$ cat config.mk
export PLATFORM = sky130hd
export DESIGN_NAME = spi_sram_slave
export DESIGN_NICKNAME = d
export VERILOG_FILES = /design/src/rtl/spi_sram_slave.sv
export SDC_FILE = /design/constraint.sdc
export NUM_CORES = 1
export LEC_CHECK = 0
export BUFFER_PORTS_ARGS = -buffer_cell sky130_fd_sc_hd__buf_2
export CORE_UTILIZATION = 51
export DETAILED_ROUTE_END_ITERATION = 16
export GPL_TIMING_DRIVEN = 0
export PLACE_DENSITY = 0.81
export SYNTH_ARGS = -nofsm -noshare
export SYNTH_HDL_FRONTEND = slang
export SYNTH_SLANG_ARGS = --single-unit
$ cat constraint.sdc
create_clock -name sck -period 1.7 [get_ports sck]
set_input_delay 0.085 -clock sck [delete_from_list [all_inputs] [get_ports sck]]
set_output_delay 0.085 -clock sck [all_outputs]
set_load 0.005 [all_outputs]
$ cat src/rtl/spi_sram_slave.sv
// SPI-to-SRAM bridge: 24-bit frames (opcode, address, data) clocked by sck.
// Optional build macro SPI_SRAM_AUTOINC_EN enables burst access with address auto-increment.
module spi_sram_slave (
  input  logic       sck,
  input  logic       rst,
  input  logic       cs_n,
  input  logic       mosi,
  output logic       miso,
  output logic [4:0] mem_addr,
  output logic [7:0] mem_wdata,
  output logic       mem_we,
  output logic       mem_re,
  input  logic [7:0] mem_rdata,
  output logic       busy
);

  typedef enum logic [2:0] {IDLE, CMD, ADDR, DATA, DONE} state_t;

  localparam logic [7:0] OP_WRITE = 8'h02;
  localparam logic [7:0] OP_READ  = 8'h03;

  state_t     state, state_n;
  logic [4:0] cnt, cnt_n;
  logic [7:0] sh, sh_n, sh_in;
  logic [7:0] rd, rd_n;
  logic       is_rd, is_rd_n;
  logic [4:0] addr, addr_n;
  logic       we_n, re_n;
  logic [4:0] maddr_n;
  logic [7:0] wdata_n;

  always_ff @(posedge sck or negedge rst) begin
    if (!rst) begin
      state     <= IDLE;
      cnt       <= '0;
      sh        <= '0;
      rd        <= '0;
      is_rd     <= 1'b0;
      addr      <= '0;
      mem_we    <= 1'b0;
      mem_re    <= 1'b0;
      mem_addr  <= '0;
      mem_wdata <= '0;
    end else begin
      state     <= state_n;
      cnt       <= cnt_n;
      sh        <= sh_n;
      rd        <= rd_n;
      is_rd     <= is_rd_n;
      addr      <= addr_n;
      mem_we    <= we_n;
      mem_re    <= re_n;
      mem_addr  <= maddr_n;
      mem_wdata <= wdata_n;
    end
  end

  always_comb begin
    sh_in   = {sh[6:0], mosi};
    state_n = state;
    cnt_n   = cnt;
    sh_n    = sh;
    rd_n    = rd;
    is_rd_n = is_rd;
    addr_n  = addr;
    we_n    = 1'b0;
    re_n    = 1'b0;
    maddr_n = mem_addr;
    wdata_n = mem_wdata;

    if (cs_n) begin
      state_n = IDLE;
      cnt_n   = '0;
      sh_n    = '0;
      rd_n    = '0;
    end else begin
      unique case (state)
        IDLE: begin
          state_n = CMD;
          cnt_n   = 5'd1;
          sh_n    = {7'b0, mosi};
          rd_n    = '0;
          is_rd_n = 1'b0;
        end
        CMD: begin
          sh_n  = sh_in;
          cnt_n = cnt + 5'd1;
          if (cnt == 5'd7) begin
            if (sh_in == OP_WRITE || sh_in == OP_READ) begin
              state_n = ADDR;
              is_rd_n = (sh_in == OP_READ);
            end else begin
              state_n = DONE;
            end
          end
        end
        ADDR: begin
          sh_n  = sh_in;
          cnt_n = cnt + 5'd1;
          if (cnt == 5'd15) begin
            state_n = DATA;
            addr_n  = sh_in[4:0];
            if (is_rd) begin
              re_n    = 1'b1;
              maddr_n = sh_in[4:0];
            end
          end
        end
        DATA: begin
          sh_n  = sh_in;
          cnt_n = cnt + 5'd1;
          // The read strobe cycle is the one where mem_rdata is valid; capture it on this edge
          if (mem_re) rd_n = mem_rdata;
          else        rd_n = {rd[6:0], 1'b0};
          if (cnt == 5'd23) begin
            if (!is_rd) begin
              we_n    = 1'b1;
              maddr_n = addr;
              wdata_n = sh_in;
            end
`ifdef SPI_SRAM_AUTOINC_EN
            // Burst: rewind the counter to the start of the data byte and advance the address
            cnt_n  = 5'd16;
            addr_n = addr + 5'd1;
            if (is_rd) begin
              re_n    = 1'b1;
              maddr_n = addr + 5'd1;
            end
`else
            state_n = DONE;
`endif
          end
        end
        DONE: begin
          rd_n = {rd[6:0], 1'b0};
        end
        default: begin
          state_n = IDLE;
        end
      endcase
    end
  end

  assign miso = rd[7];
  assign busy = (state != IDLE);

endmodule

==> impl_summary.md <==
Layout
Summing all multi-input logic gate instances after layout gives 975 sq um. The footprint of the flip-flops and latches is 1100 sq um. Once layout is done, the placed cells without fillers occupy 2500 sq um. The library cell used most frequently in the layout, excluding fill and tap cells, is sky130_fd_sc_hd__dfrtp_1. In the layout the commonest cells are sky130_fd_sc_hd__dfrtp_1, sky130_fd_sc_hd__buf_2, sky130_fd_sc_hd__mux2_2. The net count of the finished layout is 221. Relative to the synthesized area, the layout overhead comes to 22.4%. The fraction of final layout cells sized beyond drive strength 1 is 43.0%. The count of antenna diodes in the layout is 0. The filler cells instantiated in the layout total 278.

Power
Power spread over the standard cell area amounts to 766 nW/um^2. IR analysis of the VDD net gives a maximum drop of 567 uV. Combinational logic is responsible for 9.9% of the overall power. Of the total power, registers draw 57.4%. The analysis attributes to net switching a power of 0.477 mW.

The cell internal power dissipation is 1.44 mW. The clock share of power is 32.7%. Net switching is 24.9% of the power. The static power due to leakage is 1.24 nW.

Clocking
CTS built an H-tree with a depth of 2. The number of buffers added by the clock tree synthesis step is 5. The tree is rooted in a sky130_fd_sc_hd__clkbuf_8. The tree built by TritonCTS fans out to 44 sinks. Counting along the longest clock path gives a buffer depth of 2. The clock-pin slew of the registers on the worst-case setup and hold paths is 0.08 ns. TritonCTS built the clock tree.

The insertion delay of the later-clocked pin in the worst-skew pair is 0.30 ns.

Setup path
The classification of the worst setup path is reg2reg. The kind of start point of the critical path is a flip-flop. The sort of element at the end of the critical path is a flip-flop. STA puts the critical path data required time at 1.89 ns. Setup slack on the worst reg-to-reg path comes out at -0.008 ns. The signal arrival time at the worst endpoint is 1.89 ns.

The maximum fanout encountered on the critical timing path is 5.

Timing
The worst hold slack across all endpoints is 0.0348 ns. For the final routed database, the setup TNS stands at -0.0157 ns. The slew of the pin with the lowest slew margin is 0.959 ns. The total setup violations reported at the end of the flow is 4. The final number of max-transition violations is 0. The share of the cycle needed by the critical path after routing is 100%. Setup repair after global routing could not meet its margin everywhere. The final hold violation count is 0. For this run, the top clock speed supported by timing is 0.585 GHz. For the finished layout, the period the worst path requires is 1.71 ns. Measured against its own limit, the worst slew margin works out to 36.0%. Between clock sinks in the finished design, the worst skew comes to 0.00842 ns. After layout, the worst setup slack is -0.00819 ns.

Synthesis
The yosys synthesis warning count is 0. By area the synthesized netlist is led by sky130_fd_sc_hd__dfrtp_1, sky130_fd_sc_hd__mux2_2, sky130_fd_sc_hd__a22o_1, sky130_fd_sc_hd__nor2_1, sky130_fd_sc_hd__a221oi_1. The synthesized design spends more area on one cell type than any other, namely sky130_fd_sc_hd__dfrtp_1.

In this run the biggest area consumer among cell types represents 53.9% of the synthesized area. When the netlist entered floorplanning its net count stood at 179. The sequential element share of the synthesized area is 53.9%. Synthesis instantiated 45 different standard cells from the library.

For this run, asynchronously set or reset flops after synthesis account for 100%. Synthesis handed over a netlist of 165 instances. After synthesis the cells add up to 2040 sq um. Among all flip-flop cells after synthesis, the most frequent one is sky130_fd_sc_hd__dfrtp_1. In this run, synthesis produced a sequential element count of 44. The number of enable flip-flop cells after synthesis is 0. Averaged over all synthesized cells, the footprint is 12.4 sq um.

Global route
Entering global routing, the biggest net connects 45 pins. The total congestion overflow is 0. In the global route stage, overall resource usage came out at 23.5%. The number of antenna violations at the first check in global routing was 0. The via count of the first global-routing pass is 1559. The first global-routing pass estimated 7380 um of wire.

Floorplanning
In this run the horizontal extent of the chip is 65.3 um. The I/O pin count is 29. The area enclosed by the die boundary is 4260 sq um. Once the floorplan was initialized, standard cells occupied 54.5% of the core.

The number of core rows is 22. The floorplan step set the die height to 65.3 um. After floorplanning, the core was sized to cover 3740 sq um.

Drt
The count of nets left with antenna violations after detail routing is 0. The routed design has 4440 um of wire. The detailed router finished its first iteration with 38 violations.

Dividing the detail-routed via count by the number of cells gives 6.02. The detailed-route via count is 1534. The number of detailed-routing iterations run before antenna repair is 4. The DRC violation count after routing is 0. After detailed routing, the average wire length per cell comes to 17.4 um.

Placed design
The placement-stage cell area is 2270 sq um. Port buffering added 27 buffers. The congestion estimate from routability-driven global placement came to 0.930.

Detailed placement ended at an HPWL of 2810 um.

Outcome
The checks that failed: setup timing. The flow ran to the end, but the final reports show violations.

Flow run
The number of maximum-capacitance constraint violations is 0.

Hold path
The path type of the worst min-delay path is in2reg.
synth_stat cells, types with 3 or more instances:
cell / count
sky130_fd_sc_hd__nor3_1: 10
sky130_fd_sc_hd__a221oi_1: 7
sky130_fd_sc_hd__inv_1: 6
sky130_fd_sc_hd__clkbuf_1: 3
sky130_fd_sc_hd__a22o_1: 9
sky130_fd_sc_hd__dfrtp_1: 44
sky130_fd_sc_hd__nor2_1: 17
sky130_fd_sc_hd__buf_4: 3
sky130_fd_sc_hd__a21oi_1: 3
sky130_fd_sc_hd__mux2_2: 23
per-layer routing:
| layer | up-vias | part of all wire (%) | wire length [um] | track usage, % |
|---|---|---|---|---|
| li1 | 705 | - | - | - |
| met1 | 770 | 44 | 1950 | 29.9 |
| met2 | 48 | 49 | 2170 | 37.9 |
| met3 | 11 | 4.9 | 216 | 6.77 |
| met4 | 0 | 2.6 | 115 | 8.70 |
| met5 | - | 0 | 0 | 0 |
power by group through the flow:
stage          sequential (mW)  clock [mW]  combinational [mW]
3_5_place_dp              1.12           0               0.172
4_1_cts                   1.10       0.642               0.185
5_1_grt                   1.10       0.681               0.212
2_1_floorplan             1.11           0               0.103
6_report                  1.10       0.625               0.190
3_3_place_gp              1.12           0               0.164
kinds of logic (layout without fill, tap and decap cells):
family,count (synthesis),in the layout,synth area share [%]
buffers and inverters,13,55,2.94
adders and majority gates,2,2,1.23
AOI/OAI and AO/OA,30,30,11.8
muxes,25,25,13.7
xor gates and xnor gates,2,2,0.858
DFF,44,44,53.9
and+or+nand+nor,49,49,15.6
critical path: stages (launching register included):
cell and delay [ns]:
sky130_fd_sc_hd__dfrtp_1 0.42, sky130_fd_sc_hd__ha_4 0.18, sky130_fd_sc_hd__and3_4 0.19, sky130_fd_sc_hd__ha_4 0.16
sky130_fd_sc_hd__a21o_1 0.18, sky130_fd_sc_hd__o2111ai_4 0.13, sky130_fd_sc_hd__mux2_4 0.34
registers in the layout, indices dropped and copies added, names as in the netlist:
signal	flops
cnt	5
state	3
is_rd	1
addr	5
mem_wdata	8
sh	7
mem_we	1
mem_addr	5
rd	8
mem_re	1
path summary, 6_finish.rpt:
check / depth (start not counted) / from / endpoint
worst max-delay path: 6 / cnt[1]$_DFFE_PN0P_ / mem_addr[1]$_DFFE_PN0P_
worst min-delay path: 3 / mem_rdata[0] / rd[0]$_DFFE_PN0P_
worst max register to register: 6 / cnt[1]$_DFFE_PN0P_ / mem_addr[1]$_DFFE_PN0P_
worst min register to register: 2 / rd[0]$_DFFE_PN0P_ / rd[0]$_DFFE_PN0P_
max in group asynchronous: 2 / rst / state[2]$_DFFE_PN0P_
min in group asynchronous: 2 / rst / rd[2]$_DFFE_PN0P_
what timing repair did:
action | CTS | global route
pin swaps | 2 | 3
hold buffers | 1 | 0
resized for setup | 9 | 7
setup endpoints to repair | 26 | 37
setup buffers | 4 | 4
hold endpoints to repair | 44 | 0
stage by stage:
stage	util, %	setup slack, ns	power (mW)	instances
3_5_place_dp	60.6	-0.210	1.29	240
5_1_grt	66.7	-0.0424	1.99	255
6_report	66.7	-0.00819	1.91	255
4_1_cts	65.4	-0.00639	1.92	252
2_1_floorplan	-	-0.0334	1.22	165
3_3_place_gp	60.6	-0.143	1.28	240
cell type report:
type | instances | area share (%)
multi-input cells | 108 | 39.0
well taps | 48 | 2.40
clock buffers | 5 | 2.75
plain buffers | 6 | 1.55
inverters | 6 | 0.901
clock inverters | 2 | 0.501
repair buffers | 36 | 8.71
flip-flops and latches | 44 | 44.2
(Power assumes the default switching activity.)
